===== config.mk =====
export PLATFORM = sky130hd
export DESIGN_NAME = muldiv_sequencer_flat
export DESIGN_NICKNAME = d
export VERILOG_FILES = /design/src/rtl/muldiv_sequencer_if.sv /design/src/rtl/muldiv_sequencer.sv /design/src/flat_wrapper.sv
export SDC_FILE = /design/constraint.sdc
export NUM_CORES = 1
export LEC_CHECK = 0
export CORE_UTILIZATION = 40
export DETAILED_ROUTE_END_ITERATION = 12
export PLACE_DENSITY = 0.86
export SLEW_MARGIN = 25
export SYNTH_ARGS = -nofsm -noshare
export SYNTH_HDL_FRONTEND = slang
export SYNTH_SLANG_ARGS = --single-unit

===== constraint.sdc =====
create_clock -name clock_i -period 8.6 [get_ports clock_i]
set_input_delay 2.15 -clock clock_i [delete_from_list [all_inputs] [get_ports clock_i]]
set_output_delay 2.15 -clock clock_i [all_outputs]
set_load 0.02 [all_outputs]

===== src/rtl/muldiv_sequencer_if.sv =====
// muldiv_sequencer_if
//   Handshake bundle between the mul/div sequencer and the shared iterative
//   multiply/divide unit.
//   Signals:
//     start  - one-cycle start pulse (sequencer -> unit)
//     kill   - one-cycle abort pulse (sequencer -> unit)
//     op     - registered funct3 for the unit
//     a, b   - registered operands for the unit
//     done   - one-cycle pulse, result is valid (unit -> sequencer)
//     result - unit result (unit -> sequencer)
//   Modports: master = sequencer side, slave = unit side.
interface muldiv_sequencer_if #(
  parameter int XLEN = 32
);
  logic            start;
  logic            kill;
  logic [2:0]      op;
  logic [XLEN-1:0] a;
  logic [XLEN-1:0] b;
  logic            done;
  logic [XLEN-1:0] result;

  modport master (output start, kill, op, a, b, input done, result);
  modport slave  (input start, kill, op, a, b, output done, result);
endinterface


===== src/rtl/muldiv_sequencer.sv =====
// muldiv_sequencer
//   Controller for the shared iterative multiply/divide unit. Arbitrates
//   M-extension ops from exec lane 0 and lane 1 (lane 0 first), issues them
//   to the unit through a start/done handshake, resolves divide-by-zero and
//   signed-overflow cases locally, and stalls execute until every requesting
//   lane of the current pair has a captured result.
//   Ports:
//     clock_i, reset_ni       - clock, asynchronous active-low reset
//     backend_we_i            - pipeline advance, clears the per-lane done flags
//     flush_i                 - abort in-flight op, clear done flags
//     req0_i/req1_i           - lane holds a mul/div op in execute
//     op0_i/op1_i             - funct3 of the lane op
//     a0_i,b0_i,a1_i,b1_i     - lane operands
//     unit                    - handshake to the shared unit (master side)
//     result0_o/result1_o     - captured lane results
//     exec_stall_o            - combinational stall request
module muldiv_sequencer #(
  parameter int XLEN = 32
) (
  input  logic                  clock_i,
  input  logic                  reset_ni,
  input  logic                  backend_we_i,
  input  logic                  flush_i,
  input  logic                  req0_i,
  input  logic                  req1_i,
  input  logic [2:0]            op0_i,
  input  logic [2:0]            op1_i,
  input  logic [XLEN-1:0]       a0_i,
  input  logic [XLEN-1:0]       b0_i,
  input  logic [XLEN-1:0]       a1_i,
  input  logic [XLEN-1:0]       b1_i,
  muldiv_sequencer_if.master    unit,
  output logic [XLEN-1:0]       result0_o,
  output logic [XLEN-1:0]       result1_o,
  output logic                  exec_stall_o
);

  typedef enum logic {IDLE = 1'b0, BUSY = 1'b1} state_t;

  localparam logic [XLEN-1:0] MIN_INT = {1'b1, {(XLEN-1){1'b0}}};

  state_t          state_reg, state_next;
  logic            owner_reg;
  logic [2:0]      op_reg;
  logic [XLEN-1:0] a_reg, b_reg;

  logic [1:0]      req, pend, done_flags, cap;
  logic [2:0]      op_lane [2];
  logic [XLEN-1:0] a_lane [2], b_lane [2], result_lane [2];

  logic            sel;
  logic [2:0]      sel_op;
  logic [XLEN-1:0] sel_a, sel_b, special_result, cap_value;
  logic            b_zero, ovf, special;
  logic            start_comb, kill_comb, load;

  assign req        = {req1_i, req0_i};
  assign op_lane[0] = op0_i;
  assign op_lane[1] = op1_i;
  assign a_lane[0]  = a0_i;
  assign a_lane[1]  = a1_i;
  assign b_lane[0]  = b0_i;
  assign b_lane[1]  = b1_i;

  // Per-lane done flag and result register. A capture beats the done-flag
  // clear from backend_we/flush; results survive backend_we.
  genvar gi;
  generate
    for (gi = 0; gi < 2; gi++) begin : g_lane
      logic            done_reg;
      logic [XLEN-1:0] result_reg;

      assign pend[gi]        = req[gi] & ~done_reg;
      assign done_flags[gi]  = done_reg;
      assign result_lane[gi] = result_reg;

      always_ff @(posedge clock_i or negedge reset_ni) begin
        if (!reset_ni) begin
          done_reg   <= 1'b0;
          result_reg <= '0;
        end else if (cap[gi]) begin
          done_reg   <= 1'b1;
          result_reg <= cap_value;
        end else if (flush_i || backend_we_i) begin
          done_reg   <= 1'b0;
        end
      end
    end
  endgenerate

  // Lane 0 has priority whenever it still needs a result.
  assign sel    = ~pend[0];
  assign sel_op = op_lane[sel];
  assign sel_a  = a_lane[sel];
  assign sel_b  = b_lane[sel];

  // Ops 4..7 are divides; op[0]==0 marks the signed ones, op[1]==1 the remainders.
  assign b_zero  = (sel_b == '0);
  assign ovf     = ~sel_op[0] & (sel_a == MIN_INT) & (&sel_b);
  assign special = sel_op[2] & (b_zero | ovf);

  always_comb begin
    special_result = '0;
    if (b_zero) special_result = sel_op[1] ? sel_a : '1;
    else        special_result = sel_op[1] ? '0 : MIN_INT;
  end

  always_comb begin
    state_next = state_reg;
    start_comb = 1'b0;
    kill_comb  = 1'b0;
    load       = 1'b0;
    cap        = 2'b00;
    cap_value  = '0;
    if (flush_i) begin
      // A done arriving alongside the flush is dropped with the op.
      state_next = IDLE;
      kill_comb  = (state_reg == BUSY);
    end else begin
      case (state_reg)
        IDLE: begin
          if (|pend) begin
            if (special) begin
              cap[sel]  = 1'b1;
              cap_value = special_result;
            end else begin
              start_comb = 1'b1;
              load       = 1'b1;
              state_next = BUSY;
            end
          end
        end
        BUSY: begin
          if (unit.done) begin
            cap[owner_reg] = 1'b1;
            cap_value      = unit.result;
            state_next     = IDLE;
          end
        end
        default: state_next = IDLE;
      endcase
    end
  end

  always_ff @(posedge clock_i or negedge reset_ni) begin
    if (!reset_ni) begin
      state_reg <= IDLE;
      owner_reg <= 1'b0;
      op_reg    <= '0;
      a_reg     <= '0;
      b_reg     <= '0;
    end else begin
      state_reg <= state_next;
      if (load) begin
        owner_reg <= sel;
        op_reg    <= sel_op;
        a_reg     <= sel_a;
        b_reg     <= sel_b;
      end
    end
  end

  // Pulses are masked while reset is held so outputs read zero without a clock.
  assign unit.start   = start_comb & reset_ni;
  assign unit.kill    = kill_comb & reset_ni;
  assign unit.op      = op_reg;
  assign unit.a       = a_reg;
  assign unit.b       = b_reg;

  assign result0_o    = result_lane[0];
  assign result1_o    = result_lane[1];
  assign exec_stall_o = |(req & ~done_flags);

endmodule


===== src/flat_wrapper.sv =====
// flat-port wrapper written by rule: the top's interface ports become plain ports
module muldiv_sequencer_flat 
#(
  parameter int XLEN = 32
)
  (clock_i, reset_ni, backend_we_i, flush_i, req0_i, req1_i, op0_i, op1_i, a0_i, b0_i, a1_i, b1_i, result0_o, result1_o, exec_stall_o, unit_start, unit_kill, unit_op, unit_a, unit_b, unit_done, unit_result);
  muldiv_sequencer_if #(.XLEN(XLEN)) unit_i ();
  input  logic clock_i;
  input  logic reset_ni;
  input  logic backend_we_i;
  input  logic flush_i;
  input  logic req0_i;
  input  logic req1_i;
  input  logic [2:0] op0_i;
  input  logic [2:0] op1_i;
  input  logic [XLEN-1:0] a0_i;
  input  logic [XLEN-1:0] b0_i;
  input  logic [XLEN-1:0] a1_i;
  input  logic [XLEN-1:0] b1_i;
  output logic [XLEN-1:0] result0_o;
  output logic [XLEN-1:0] result1_o;
  output logic exec_stall_o;
  output wire logic [$bits(unit_i.start)-1:0] unit_start;
  output wire logic [$bits(unit_i.kill)-1:0] unit_kill;
  output wire logic [$bits(unit_i.op)-1:0] unit_op;
  output wire logic [$bits(unit_i.a)-1:0] unit_a;
  output wire logic [$bits(unit_i.b)-1:0] unit_b;
  input wire logic [$bits(unit_i.done)-1:0] unit_done;
  input wire logic [$bits(unit_i.result)-1:0] unit_result;
  assign unit_start = unit_i.start;
  assign unit_kill = unit_i.kill;
  assign unit_op = unit_i.op;
  assign unit_a = unit_i.a;
  assign unit_b = unit_i.b;
  assign unit_i.done = unit_done;
  assign unit_i.result = unit_result;
  muldiv_sequencer #(.XLEN(XLEN)) u_core (.clock_i(clock_i), .reset_ni(reset_ni), .backend_we_i(backend_we_i), .flush_i(flush_i), .req0_i(req0_i), .req1_i(req1_i), .op0_i(op0_i), .op1_i(op1_i), .a0_i(a0_i), .b0_i(b0_i), .a1_i(a1_i), .b1_i(b1_i), .unit(unit_i), .result0_o(result0_o), .result1_o(result1_o), .exec_stall_o(exec_stall_o));
endmodule

=== After elaboration in Yosys (flattened, before gate mapping) ===
Cells that the tools add are included.

* Reduce and logical (&&, ||, !) cells: 9
* Eq/ne operators: 1
* Mux-type cells: 37
* Bitwise gates (word level): 16
* $lt $le $gt $ge: 5

{| class="wikitable"
|+ Operators by type and width
! cell !! number
|-
| 2-to-1 mux 32 bit || 13
|-
| case mux 32 bit (2 select lines) || 1
|-
| equality test 32 bit, second input constant || 1
|-
| logical NOT 32 bit || 1
|-
| AND reduction 32 bit || 1
|-
| 2-to-1 mux 1 bit || 12
|-
| 2-to-1 mux 3 bit || 3
|-
| 2-to-1 mux 2 bit || 4
|-
| bitwise AND 1 bit || 7
|-
| inverter 1 bit || 5
|-
| < comparator 1 x 2 -> 1 bit, second input constant || 2
|-
| case mux 2 bit (2 select lines) || 1
|-
| nonzero test 2 bit || 2
|-
| OR reduction 2 bit || 2
|-
| bitwise AND 2 bit || 1
|-
| demux 1 bit (select 1 bit) || 2
|-
| greater-or-equal comparator 1 bit, second input constant || 2
|-
| greater-or-equal comparator 2 bit, second input constant || 1
|-
| logical AND 1 bit || 2
|-
| inverter 1 -> 2 bit || 1
|-
| inverter 2 bit || 1
|-
| case mux 1 bit (2 select lines) || 1
|-
| logical OR 1 bit || 1
|-
| bitwise OR 1 bit || 1
|}

* Output and inout bits: 134
* Logic and storage cells: 77
* Input port bits: 173
* Register bits after elaboration: 135

=== Depth between registers and ports, before layout ===
Gate-level depths: netlist (run 1).

* Depth after elaboration: 17
* Mapped depth: 11
* Gate-level depth less buffers: 7

=== Worst setup path after synthesis (run 1) ===
OpenSTA, ideal clock, no wires.

* Path type: input -> output
* Start: in b1_i[7]
* End: out unit_start
* Arrival: 4150 ps
* Buffers on the path: 2
* Setup slack: 2300 ps
* Stages on the path: 9
* Data required time: 6450 ps
* Cells stage by stage: or4_1 -> nor4_1 -> a22o_1 -> nand4_1 -> o41ai_4 -> a21oi_2 -> buf_2 -> buf_4 -> and2_1

* Cells in the longest elaborated chain, start to end: 12
* Elaborated cells between the ends (all ways): 13
* Classes of those cells: 7 x mux; 4 x bitwise; 2 x reduce/logical

{| class="wikitable"
|+ RTL lines
! element !! RTL line !! text
|-
| start, declared || flat_wrapper.sv:19 || <nowiki>input logic [XLEN-1:0] b1_i;</nowiki>
|-
| 2-to-1 mux 32 bit (implied by the code) * (3 in series) || muldiv_sequencer.sv:95 || <nowiki>assign sel_b = b_lane[sel];</nowiki>
|-
| AND reduction 32 bit || muldiv_sequencer.sv:99 || <nowiki>assign ovf = ~sel_op[0] & (sel_a == MIN_INT) & (&sel_b);</nowiki>
|-
| bitwise AND 1 bit || muldiv_sequencer.sv:99 ||
|-
| bitwise OR 1 bit * || muldiv_sequencer.sv:100 || <nowiki>assign special = sel_op[2] & (b_zero | ovf);</nowiki>
|-
| bitwise AND 1 bit * || muldiv_sequencer.sv:100 ||
|-
| 2-to-1 mux 1 bit * || muldiv_sequencer.sv:123 || <nowiki>if (special) begin</nowiki>
|-
| 2-to-1 mux 1 bit * || muldiv_sequencer.sv:122 || <nowiki>if (|pend) begin</nowiki>
|-
| 2-to-1 mux 1 bit * || muldiv_sequencer.sv:120 || <nowiki>case (state_reg)</nowiki>
|-
| 2-to-1 mux 1 bit * || muldiv_sequencer.sv:115 || <nowiki>if (flush_i) begin</nowiki>
|-
| bitwise AND 1 bit * || muldiv_sequencer.sv:164 || <nowiki>assign unit.start = start_comb & reset_ni;</nowiki>
|-
| end, declared || flat_wrapper.sv:23 || <nowiki>output wire logic [$bits(unit_i.start)-1:0] unit_start;</nowiki>
|}

Every way passes the cells marked *; elsewhere a longest branch is shown, timed or not. The select of a mux whose other input is x is not followed.

=== Worst setup path after layout (run 1) ===
* Start: in a0_i[19]
* End: out unit_start

* Cells in the longest elaborated chain, start to end: 13

{| class="wikitable"
|+ RTL lines
! element !! RTL line !! text
|-
| start, declared || flat_wrapper.sv:16 || <nowiki>input logic [XLEN-1:0] a0_i;</nowiki>
|-
| 2-to-1 mux 32 bit (implied by the code) (3 in series) || muldiv_sequencer.sv:94 || <nowiki>assign sel_a = a_lane[sel];</nowiki>
|-
| equality test 32 bit || muldiv_sequencer.sv:99 ||
|-
| bitwise AND 1 bit (2 in series) || muldiv_sequencer.sv:99 ||
|-
| bitwise OR 1 bit || muldiv_sequencer.sv:100 ||
|-
| bitwise AND 1 bit || muldiv_sequencer.sv:100 ||
|-
| 2-to-1 mux 1 bit || muldiv_sequencer.sv:123 ||
|-
| 2-to-1 mux 1 bit || muldiv_sequencer.sv:122 ||
|-
| 2-to-1 mux 1 bit || muldiv_sequencer.sv:120 ||
|-
| 2-to-1 mux 1 bit || muldiv_sequencer.sv:115 ||
|-
| bitwise AND 1 bit || muldiv_sequencer.sv:164 ||
|}

Every way passes these cells. The select of a mux whose other input is x is not followed.

==> results of run 1 <==
[tightest hold or removal path, stage by stage, from the launching register on]
cell,delay [ns]
dfrtp_1,0.34
nand2_1,0.05
nand2_1,0.06
[cell usage after synthesis]
cell	instances
nand2b_1	1
buf_2	6
o21a_1	1
or3_1	1
nor4_1	17
buf_1	9
or2_1	1
nor4b_1	6
nand2_1	238
mux2i_1	5
and3_1	2
o41ai_1	1
o31ai_1	24
nand4_1	18
nor2b_1	2
a22o_1	1
a21oi_1	2
nand4b_1	2
nand3b_1	1
or2_2	1
clkbuf_1	21
nor3b_1	1
nor3_1	9
or4_1	8
buf_4	4
nor2_1	43
o21ai_0	10
a21oi_2	1
inv_1	2
dfrtp_1	135
mux2_1	10
o22ai_1	1
and2_1	1
o22a_1	1
o41ai_4	1
a41oi_2	1
nand3_1	5
mux2_2	119
a32oi_2	1
[cell families (layout without fill, tap and decap cells)]
logic type | count (synthesis) | in the layout | synth area share
muxes | 134 | 134 | 0.216
other | 0 | 2 | 0
buffers and inverters | 42 | 348 | 0.0259
AOI/OAI and AO/OA | 45 | 45 | 0.0502
DFF | 135 | 135 | 0.486
and+or+nand+nor | 357 | 357 | 0.222
[per-layer routing]
layer,global-route usage,wire [µm]
met3,0.0726,2040
met1,0.367,10600
met2,0.512,13600
met5,0,12
met4,0.126,859
[worst paths after layout]
check                                                            from                               endpoint  slack [ns]  cells after the start
worst max-delay path                                         a0_i[19]                             unit_start        0.84                      9
worst max register to register  u_core.g_lane[0].done_reg$_DFFE_PN0P_           u_core.unit.b[2]$_DFFE_PN0P_        4.98                      8
worst min register to register  u_core.g_lane[1].done_reg$_DFFE_PN0P_  u_core.g_lane[1].done_reg$_DFFE_PN0P_        0.48                      2
max in group asynchronous                                    reset_ni          u_core.unit.b[14]$_DFFE_PN0P_        5.51                      2
worst min-delay path            u_core.g_lane[1].done_reg$_DFFE_PN0P_  u_core.g_lane[1].done_reg$_DFFE_PN0P_        0.48                      2
min in group asynchronous                                    reset_ni          u_core.unit.b[11]$_DFFE_PN0P_        1.75                      1
[report_power, final]
part / switching (W) / internal (W)
sequential: 0.0000754 / 0.000766
combinational: 0.000410 / 0.000416
clock: 0.000283 / 0.000507
total: 0.000769 / 0.00169
[layout make-up]
type | count | area (µm²)
Timing Repair Buffer | 316 | 3150
Antenna cell | 2 | 5.00
Fill cell | 1380 | 5860
Clock buffer | 20 | 467
Multi-Input combinational cell | 536 | 3460
Tap cell | 220 | 275
Inverter | 2 | 7.51
Clock inverter | 10 | 168
Sequential cell | 135 | 3380
[metrics by stage]
stage | instance area [µm²] | hold slack (ns) | setup slack [ns]
after global placement | 10200 | 0.460 | 0.897
final | 10900 | 0.484 | 0.838
after global routing | 10900 | 0.511 | 0.729
after CTS | 10900 | 0.488 | 0.904
after floorplan | 6960 | 0.448 | 2.30
after detailed placement | 10200 | 0.474 | 0.924
==> results.md, run 1 <==
- Post-CTS Hold Buffers: 0
- Setup CP Type: input pin to output pin
- Largest area contributor in the netlist: dfrtp_1
- Crit-path cells: clkdlybuf4s50_1 -> nor4_1 -> nand4_1 -> nor3_1 -> nor2_1 -> o41ai_4 -> a21oi_4 -> and2_1 -> clkdlybuf4s50_1
- Clk root buf: clkbuf_16
- MaxCap Viol Count: 0
- Row count: 47
- Die X-Extent: 134 µm
- Initial antenna violation count: 3
- Syn Inst Count: 713
- DIE HEIGHT: 134 µm
- CTS tree: done
- # setup viols final: 0
- Starting density of the core: 0.415
- Area growth, synth to finish: 56.8%
- F_max: 0.129 GHz
- Worst path bufs/invs: 2
- RSZ-0062 raised after global routing: no
- Leading cell type in the layout, fill and taps excluded: clkdlybuf4s50_1
- Mapped cell area: 6960 µm²
- CTS clk-pin slew, worst paths: 0.06 ns
- DP HPWL: 20,300 µm
- Headroom to the max-slew limit: 0.277
- Setup_tns: 0 ns
- Synth top area share: 0.486
- Via count: 6,860
- Yosys reg bits: 135
- Starting DRT DRC Count: 431
- Leak: 4.80 nW
- Inserted Clock Buffers: 17
- Drt total wl: 27,100 µm
- Post-DR wirelength/cell: 21.8 µm
- Via density: 5.53
- Fin nets: 1,181
- Die area: 17,900 µm²
- Number of cells in the finished layout apart from fillers: 1,241
- CORE AREA: 16,800 µm²
- Routability cong.: 0.899
- Share of cells above drive strength 1: 0.166
- I/O Pins: 307
- Critical Path Source Type: input pin
- Worst-skew pair later-pin latency: 0.42 ns
- Htree depth: 4
- Bufs on Longest Clock Path: 2
- Register area share after synthesis: 0.486
- Clk sinks: 135
- Hold Crit Class: flip-flop to flip-flop
- Area contributors post-synth: dfrtp_1 49%, mux2_2 19%, nand2_1 13%
- Tmin final: 7.76 ns
- Largest net degree at the start of global routing: 73
- Status: complete, no violations
- Most used cell, CP: clkdlybuf4s50_1
- Post_cts resized: 0
- Antenna Violating Nets Remaining: 0
- GRT overflow: 0
- Total GRT Usage: 0.302
- DR DRC count: 0
- Tot Pwr: 0.00246 W
- Syn. warnings: 0
- CP Capture Type: output pin
- Vias in the first global route: 6,792
- Clock Skews: 0.00589 ns
- Largest delay share family, worst path: simple AND/OR/NAND/NOR gates
- Pins Over Slew Limit: 0
- First-pass GRT wire length: 40,200 µm
- Worst Path Max Fanout: 4
- Cell Count Post-Placement: 1,208
- Slowest CP cell: nor4_1
- Post-Syn Nets: 886
- Pwr/cell area: 225 nW/µm²
- Worst slew pin tran: 1.08 ns
- Final hold violation count: 0
- Worst vdd ir: 0.144 mV
- Syn avg cell area: 9.76 µm²
- Post-CTS Setup Inserts: 0
- Count of different cell masters after synthesis: 39
- Finished Core Util: 0.651
- Input/output buffers: 306
- Arrival time at the worst endpoint: 5.61 ns
- Max stage delay on crit path: 0.94 ns
- Final period utilization: 0.903
- Required time of the critical path: 6.45 ns
- Drt first pass iters: 5
- Most frequent cells in the layout: 305 x clkdlybuf4s50_1, 238 x nand2_1, 135 x dfrtp_1
No activity file was read; power rests on OpenSTA's default activity.
==> run 2: changes to the inputs <==
SLEW_MARGIN = default   (was 25)
==> run 2 against run 1 <==
Sequential power about the same. Cell area down 0.14%. Combinational power about the same. Hold slack better by 0.0045 ns.
==> results.md, run 2 (synthesis gave the netlist of run 1 again) <==
- Arrival time at the worst endpoint: 5.60 ns
- Worst Path Max Fanout: 4
- DIE HEIGHT: 134 µm
- Leak: 4.79 nW
- Pwr/cell area: 226 nW/µm²
- Initial antenna violation count: 3
- Row count: 47
- Share of cells above drive strength 1: 0.165
- Fin nets: 1,180
- FF/Latch Area: 3380 µm²
- MaxCap Viol Count: 0
- Worst slew pin tran: 1.06 ns
- Critical Path Source Type: input pin
- Htree depth: 4
- Headroom to the max-slew limit: 0.279
- Tmin final: 7.75 ns
- CP Capture Type: output pin
- Fill cells: 1,381
- Drt first pass iters: 6
- Setup CP Type: input pin to output pin
- Final hold violation count: 0
- DR DRC count: 0
- Die X-Extent: 134 µm
- GRT overflow: 0
- Clock Skews: 0.00788 ns
- Starting density of the core: 0.415
- Post-CTS Hold Buffers: 0
- Cell Count Post-Placement: 1,208
- Final period utilization: 0.901
- Worst Hold Depth: 2
- F_max: 0.129 GHz
- Starting DRT DRC Count: 433
- CTS clk-pin slew, worst paths: 0.06 ns
- Clk root buf: clkbuf_16
- Antenna Violating Nets Remaining: 0
- Worst-skew pair later-pin latency: 0.42 ns
- Pins Over Slew Limit: 0
- Hold Crit Class: flip-flop to flip-flop
- CORE AREA: 16,800 µm²
- Die area: 17,900 µm²
- Required time of the critical path: 6.45 ns
- Inserted Clock Buffers: 17
- Number of cells in the finished layout apart from fillers: 1,240
- Setup_tns: 0 ns
- I/O Pins: 307
- # setup viols final: 0
- Total GRT Usage: 0.302
- Via count: 6,860
- Drt total wl: 27,000 µm
- Worst vdd ir: 0.143 mV
- Area growth, synth to finish: 56.6%
- Most frequent cells in the layout: 305 x clkdlybuf4s50_1, 238 x nand2_1, 135 x dfrtp_1
- DP HPWL: 20,300 µm
- Clk sinks: 135
- Multi-input combinational cell area: 3460 µm²
- Vias in the first global route: 6,792
- Post-DR wirelength/cell: 21.8 µm
- Input/output buffers: 306
- Status: complete, no violations
- Post_cts resized: 0
- FF-to-FF path depth: 8
- RSZ-0062 raised after global routing: no
- CTS tree: done
- Largest net degree at the start of global routing: 73
- Routability cong.: 0.899
- Via density: 5.53
- Leading cell type in the layout, fill and taps excluded: clkdlybuf4s50_1
- First-pass GRT wire length: 40,200 µm
- Post-CTS Setup Inserts: 0
- Bufs on Longest Clock Path: 2
[run 2: worst max-delay path, stage by stage]
cell             delay, ns
clkdlybuf4s50_1       0.46
nor4_1                0.92
nand4_1               0.19
nor3_1                0.23
nor2_1                0.14
o41ai_4               0.64
a21oi_4               0.10
and2_1                0.18
clkdlybuf4s50_1       0.58
[run 2: where the power goes]
part / switching [W] / total (W) / internal, W
Sequential: 0.0000750 / 0.000841 / 0.000766
Clock: 0.000284 / 0.000791 / 0.000507
Combinational: 0.000410 / 0.000825 / 0.000415
Total: 0.000769 / 0.00246 / 0.00169
[run 2: area by class of cell]
class | instances | area share
Multi-Input combinational cell | 536 | 0.317
Inverter | 2 | 0.000689
Clock buffer | 20 | 0.0429
Clock inverter | 10 | 0.0154
Tap cell | 220 | 0.0253
Sequential cell | 135 | 0.310
Timing Repair Buffer | 315 | 0.288
Antenna cell | 2 | 0.000460
[run 2: metal layers]
| metal | global-route usage | wire [µm] | share of wire | vias up |
|---|---|---|---|---|
| li1 | - | - | - | 3066 |
| met1 | 0.367 | 10500 | 0.39 | 3382 |
| met2 | 0.512 | 13500 | 0.50 | 351 |
| met3 | 0.0726 | 2080 | 0.077 | 59 |
| met4 | 0.126 | 884 | 0.033 | 2 |
| met5 | 0 | 12 | 0.00044 | - |
[run 2: through the flow]
stage               utilization  power [W]  setup WS (ns)  instance area [µm²]  hold slack (ns)
detailed placement        0.612    0.00167          0.924                10200            0.474
CTS                       0.649    0.00247          0.904                10900            0.488
floorplan                     -    0.00121           2.30                 6960            0.448
global route              0.650    0.00255          0.729                10900            0.511
finish                    0.650    0.00246          0.854                10900            0.488
global placement          0.612    0.00166          0.897                10200            0.460
[run 2: path summary, 6_finish.rpt]
path / from / end / slack, ns
setup reg to reg: u_core.g_lane[0].done_reg$_DFFE_PN0P_ / u_core.unit.a[20]$_DFFE_PN0P_ / 4.97
setup / recovery: a0_i[19] / unit_start / 0.85
min in group asynchronous: reset_ni / u_core.unit.b[27]$_DFFE_PN0P_ / 1.74
hold reg to reg: u_core.g_lane[1].done_reg$_DFFE_PN0P_ / u_core.g_lane[1].done_reg$_DFFE_PN0P_ / 0.49
hold / removal: u_core.g_lane[1].done_reg$_DFFE_PN0P_ / u_core.g_lane[1].done_reg$_DFFE_PN0P_ / 0.49
max in group asynchronous: reset_ni / u_core.unit.b[14]$_DFFE_PN0P_ / 5.50
